[src/rtl/cpu_pkg.sv]
//==============================================================
// Package : cpu_pkg
// Shared CPU front-end types and sizing constants.
// Rev     : 1.0
//==============================================================
`default_nettype none

package cpu_pkg;

  localparam int IFB_WIDTH = 32;
  localparam int IFB_DEPTH = 16;

  typedef struct packed {
    logic [IFB_WIDTH-1:0] pc;
    logic [IFB_WIDTH-1:0] inst;
  } fetch_entry_t;

endpackage

`default_nettype wire

[src/rtl/ifb_storage.sv]
//==============================================================
// Module : ifb_storage
// Entry array for the fetch buffer: two write ports, two async reads.
// Rev    : 1.0
//==============================================================
`default_nettype none

module ifb_storage
  import cpu_pkg::*;
#(
  parameter int DEPTH = IFB_DEPTH
) (
  input  logic                     clk,
  input  logic                     wr_en_1,
  input  logic [$clog2(DEPTH)-1:0] wr_idx_1,
  input  fetch_entry_t             wr_data_1,
  input  logic                     wr_en_2,
  input  logic [$clog2(DEPTH)-1:0] wr_idx_2,
  input  fetch_entry_t             wr_data_2,
  input  logic [$clog2(DEPTH)-1:0] rd_idx_1,
  output fetch_entry_t             rd_data_1,
  input  logic [$clog2(DEPTH)-1:0] rd_idx_2,
  output fetch_entry_t             rd_data_2
);

  // Contents are only meaningful below the occupancy count, so no reset.
  fetch_entry_t r_mem [DEPTH];

  always_ff @(posedge clk) begin
    if (wr_en_1) r_mem[wr_idx_1] <= wr_data_1;
    if (wr_en_2) r_mem[wr_idx_2] <= wr_data_2;
  end

  assign rd_data_1 = r_mem[rd_idx_1];
  assign rd_data_2 = r_mem[rd_idx_2];

endmodule

`default_nettype wire

[src/rtl/inst_fetch_buffer.sv]
//==============================================================
// Module : inst_fetch_buffer
// Dual-enqueue / dual-dequeue instruction queue, fetch -> dual issue.
// Rev    : 1.0
//==============================================================
`default_nettype none

module inst_fetch_buffer
  import cpu_pkg::*;
#(
  parameter int WIDTH = IFB_WIDTH,
  parameter int DEPTH = IFB_DEPTH
) (
  input  logic                   clk,
  input  logic                   rst,
  input  logic                   flush,
  input  logic                   fetch_vld_1,
  input  logic                   fetch_vld_2,
  input  logic [WIDTH-1:0]       fetch_pc_1,
  input  logic [WIDTH-1:0]       fetch_pc_2,
  input  logic [WIDTH-1:0]       fetch_inst_1,
  input  logic [WIDTH-1:0]       fetch_inst_2,
  output logic                   inst_ok_1,
  output logic                   inst_ok_2,
  output logic                   out_vld_1,
  output logic                   out_vld_2,
  output logic [WIDTH-1:0]       out_pc_1,
  output logic [WIDTH-1:0]       out_pc_2,
  output logic [WIDTH-1:0]       out_inst_1,
  output logic [WIDTH-1:0]       out_inst_2,
  input  logic                   issue_take_1,
  input  logic                   issue_take_2,
  output logic [$clog2(DEPTH):0] count
);

  localparam int c_AW = $clog2(DEPTH);
  localparam int c_CW = c_AW + 1;
  localparam logic [c_CW-1:0] c_DEPTH = c_CW'(DEPTH);

  logic [c_AW-1:0] r_head;
  logic [c_AW-1:0] r_tail;
  logic [c_CW-1:0] r_count;

  logic [c_CW-1:0] w_free;
  logic            w_ok_1;
  logic            w_ok_2;
  logic            w_vld_1;
  logic            w_vld_2;
  logic [1:0]      w_enq;
  logic [1:0]      w_deq;
  logic [c_AW-1:0] w_head_1;
  logic [c_AW-1:0] w_tail_1;
  fetch_entry_t    w_wr_1;
  fetch_entry_t    w_wr_2;
  fetch_entry_t    w_rd_1;
  fetch_entry_t    w_rd_2;

  // Space comes only from the registered count; same-cycle dequeues do not free slots.
  assign w_free  = c_DEPTH - r_count;
  assign w_ok_1  = fetch_vld_1 & (w_free != '0) & ~flush;
  assign w_ok_2  = fetch_vld_2 & w_ok_1 & (w_free >= c_CW'(2));
  assign w_vld_1 = (r_count != '0) & ~flush;
  assign w_vld_2 = (r_count >= c_CW'(2)) & ~flush;

  assign w_enq = {1'b0, w_ok_1} + {1'b0, w_ok_2};
  assign w_deq = {1'b0, issue_take_1 & w_vld_1}
               + {1'b0, issue_take_1 & issue_take_2 & w_vld_2};

  // Pair neighbours wrap independently so a pair may straddle the array end.
  assign w_head_1 = r_head + c_AW'(1);
  assign w_tail_1 = r_tail + c_AW'(1);

  assign w_wr_1 = {fetch_pc_1, fetch_inst_1};
  assign w_wr_2 = {fetch_pc_2, fetch_inst_2};

  ifb_storage #(
    .DEPTH (DEPTH)
  ) u_storage (
    .clk       (clk),
    .wr_en_1   (w_ok_1),
    .wr_idx_1  (r_tail),
    .wr_data_1 (w_wr_1),
    .wr_en_2   (w_ok_2),
    .wr_idx_2  (w_tail_1),
    .wr_data_2 (w_wr_2),
    .rd_idx_1  (r_head),
    .rd_data_1 (w_rd_1),
    .rd_idx_2  (w_head_1),
    .rd_data_2 (w_rd_2)
  );

  always_ff @(posedge clk) begin
    if (rst || flush) begin
      r_head  <= '0;
      r_tail  <= '0;
      r_count <= '0;
    end else begin
      r_head  <= r_head + c_AW'(w_deq);
      r_tail  <= r_tail + c_AW'(w_enq);
      r_count <= r_count + c_CW'(w_enq) - c_CW'(w_deq);
    end
  end

  // Data is masked when invalid so unreset storage never reaches the ports.
  assign inst_ok_1  = w_ok_1;
  assign inst_ok_2  = w_ok_2;
  assign out_vld_1  = w_vld_1;
  assign out_vld_2  = w_vld_2;
  assign out_pc_1   = w_vld_1 ? w_rd_1.pc   : '0;
  assign out_inst_1 = w_vld_1 ? w_rd_1.inst : '0;
  assign out_pc_2   = w_vld_2 ? w_rd_2.pc   : '0;
  assign out_inst_2 = w_vld_2 ? w_rd_2.inst : '0;
  assign count      = r_count;

endmodule

`default_nettype wire
[config.mk]
export PLATFORM = sky130hd
export DESIGN_NAME = inst_fetch_buffer
export DESIGN_NICKNAME = d
export VERILOG_FILES = /design/src/rtl/cpu_pkg.sv /design/src/rtl/ifb_storage.sv /design/src/rtl/inst_fetch_buffer.sv
export SDC_FILE = /design/constraint.sdc
export NUM_CORES = 2
export LEC_CHECK = 0
export CORE_ASPECT_RATIO = 0.6
export CORE_MARGIN = 3
export CORE_UTILIZATION = 45
export CTS_CLUSTER_DIAMETER = 40
export DETAILED_ROUTE_END_ITERATION = 12
export MAX_ROUTING_LAYER = met4
export PLACE_DENSITY = 0.65
export REMOVE_ABC_BUFFERS = 1
export SLEW_MARGIN = 20
export SYNTH_ARGS = -nofsm -noshare
export SYNTH_HDL_FRONTEND = slang
export SYNTH_SLANG_ARGS = --single-unit
[constraint.sdc]
create_clock -name clk -period 7.3 [get_ports clk]
set_clock_uncertainty 0.1 [all_clocks]
set_input_delay 1.095 -clock clk [delete_from_list [all_inputs] [get_ports clk]]
set_output_delay 1.095 -clock clk [all_outputs]
set_load 0.05 [all_outputs]
==> run_results.csv <==
group,metric,value,unit
final_layout,drive_gt1_frac,0.447,
sta,rsz0062_at_grt,"false",
yosys,synth_top_area_cell,"edfxtp_1",
final_layout,area_delta_synth_final,14.5,%
sta,finalHoldViolCount,0,
final_layout,nNetsFinal,3924,
yosys,avgSynthCellArea,16.3,um2
grt,antenna_found_initial,14,
yosys,synth.most_common_cell,"edfxtp_1",
routing,drc,0,
critical_path,r2r_slack,2470,ps
routing,via_per_inst,6.90,
floorplan,num_rows,103,
routing,drt-wirelength-per-cell,36.4,um
final_layout,finish.utilization,0.522,
clocking,clock_sinks,1037,
critical_path,cpPeakStageDelay,960,ps
critical_path,crit_fanout,23,
routing,drtIter0Drc,5154,
final_layout,n_fill_cell,10775,
hold_path,holdCritStartpoint,"r_tail[2]",
grt,grt_pass1_wl,294000,um
routing,wl,206000,um
yosys,syn_inst,3699,
grt,grt.met2_usage,0.444,
final_layout,multi_input_area,0.0276,mm2
yosys,synth_seq_cells,1037,
run,drv_cap,0,
yosys,synthFlopType,"edfxtp_1",
critical_path,cp-end-kind,"primary output",
yosys,synth-simple-area-share,0.0148,
critical_path,rr_startpoint,"count[2]",
routing,detailedRoute.firstPassIterationCount,5,
clocking,cts.clk_slew.worst_paths,60,ps
routing,ant_nets,0,
clocking,clk_path_buf_depth,3,
hold_path,hp-class,"reg2reg",
sta,setup_violations,0,
power_and_ir_drop,ir_worst_vdd,255,uV
hold_path,hold_end,"r_tail[2]",
yosys,yosysWarnings,0,
clocking,cts_setup_buffers,0,
sta,max_freq,0.165,GHz
critical_path,r2r_cells,11,
clocking,postCtsResizedCells,0,
grt,grt_use_met1,0.433,
floorplan,pin_count,272,
yosys,synthMuxAreaShare,0.387,
sta,drv_slew,0,
sta,finalCritPeriodShare,0.828,
floorplan,fp.dieArea,0.138,mm2
yosys,yosys.area.top_type_share,0.510,
grt,grt_max_degree,123,
floorplan,die_w,478,um
clocking,root_buffer,"clkbuf_16",
placed_design,dp_cells,5419,
critical_path,reg2reg_to,"u_storage.r_mem[0][13]",
routing,vias,39036,
grt,grt_pass1_vias,38185,
yosys,synth_area,0.0603,mm2
clocking,ctsHoldBuffers,0,
power_and_ir_drop,power_density,273,mW/mm2
yosys,synth_top_family_by_area,"multiplexers",
yosys,ys_top_cells_by_count,"edfxtp_1, mux2_2, mux4_2",
placed_design,detailed_place_hpwl,114000,um
critical_path,startpoint_type,"flip-flop",
clocking,clock_latency,750,ps
yosys,ys_types,50,
yosys,ys_top_cells_by_area,"edfxtp_1, mux4_2, mux2_2",
sta,min_period,6050,ps
final_layout,regArea,0.0310,mm2
yosys,synth-edff-count,1024,
clocking,tritoncts,"built",
floorplan,floorplan.initialDensity,0.456,
critical_path,cp.required,6110,ps
clocking,htreeDepth,4,
floorplan,core_area,0.132,mm2
status,status,"complete, no violations",
yosys,async_flop_share,0,
placed_design,io_buffers,271,
sta,worstMarginPinSlew,1160,ps
critical_path,crit_type,"reg2out",
critical_path,arrival,4850,ps
final_layout,final-instance-count-excl-fill,5660,
hold_path,min_path_cells,2,
grt,gr-usage-met3,0.0688,
power_and_ir_drop,total_leakage_power,0.0213,uW
floorplan,fp.dieH,289,um
clocking,cts_inserted_buffers,130,
placed_design,routabilityCongestion,0.814,
sta,relSlewSlack,0.226,
grt,busiest_layer,"met2",
yosys,seq_area_frac_synth,0.515,
critical_path,cp_slowest_cell,"clkdlybuf4s50_1",
yosys,synthXorXnorAreaFrac,0.000727,
yosys,synth_fa_ha_area_frac,0.00507,
yosys,synth_compound_area_frac,0.0444,
grt,grt-ovfl-total,0,
critical_path,cp_cell_sequence,"inv_1 -> ha_1 -> and2_1 -> ha_1 -> nor2_1 -> nand2_1 -> buf_4 -> nor2_4 -> buf_12 -> nand2_1 -> o211ai_1 -> clkdlybuf4s50_1",
grt,grtUsageTotal,0.304,
-- routing by layer --
layer	vias up	routed length, um
met1	20808	86800
li1	15468	-
met2	2435	93000
met3	325	21800
met5	-	0
met4	0	4310
-- critical path: cells and delay by family, from the launching register on --
kind            cells  cell delay [ps]
buf+inv             4             1650
simple gates        5             1030
flops               1              520
fa+ha+maj           2              470
compound gates      1              420
-- power breakdown --
part	total, uW	internal, uW	leakage, uW	switching [uW]
clock network	6570	3910	0.00207	2660
logic	5320	1910	0.00991	3410
registers	6930	6810	0.00934	112
-- flip-flops by register name, summed over array words and instances, names as in the netlist --
register	count
u_storage.r_mem	1024
count	5
r_head	4
r_tail	4
-- worst max-delay path by stage --
stage                           to  depth (start not counted)      start  slack, ps
CTS                   out_pc_2[20]                          7  r_head[2]       1270
global route        out_inst_1[17]                         12   count[2]       1080
global placement    out_inst_1[17]                          6      flush       1500
floorplan            out_inst_2[0]                          4  r_head[0]     -19640
detailed placement  out_inst_1[17]                          9      flush       1500
finish              out_inst_1[17]                         12   count[2]       1250
-- stage by stage --
step | setup TNS, ps | area [um2] | total power, uW | hold slack (ps) | worst slack (ps)
after floorplan | -2653060 | 58300 | 11300 | 434 | -19640
final | 0 | 69000 | 18800 | 495 | 1250
after global placement | 0 | 64700 | 12300 | 474 | 1500
after CTS | 0 | 68900 | 18900 | 492 | 1270
after detailed placement | 0 | 64700 | 12300 | 480 | 1500
after global routing | 0 | 69000 | 19400 | 531 | 1080
-- layout by cell type (no fill, tap or decap), types with 68 or more instances in the layout --
master / count
edfxtp_1: 1024
mux2_2: 913
mux4_2: 466
clkdlybuf4s50_1: 271
a22oi_1: 220
clkbuf_16: 131
mux2i_1: 128
mux2_1: 111
a21oi_1: 72
buf_4: 68
-- cells by family (layout without fill, tap and decap cells) --
| logic type | count (synthesis) | count (layout) |
|---|---|---|
| flip-flops | 1037 | 1037 |
| XOR/XNOR | 5 | 5 |
| buffers and inverters | 446 | 607 |
| AO/OA/AOI/OAI | 386 | 386 |
| multiplexers | 1618 | 1618 |
| AND/OR/NAND/NOR | 185 | 185 |
| adder cells (fa/ha/maj) | 22 | 22 |
| other | 0 | 15 |
-- final cells by class --
class,count,area share
multi-input combinational,2216,0.400
timing repair buffer,365,0.0542
clock inverter,80,0.0135
tap,1785,0.0324
sequential,1037,0.450
antenna,15,0.000544
clock buffer,145,0.0483
inverter,17,0.000998
No activity file was read; power rests on OpenSTA's default activity.
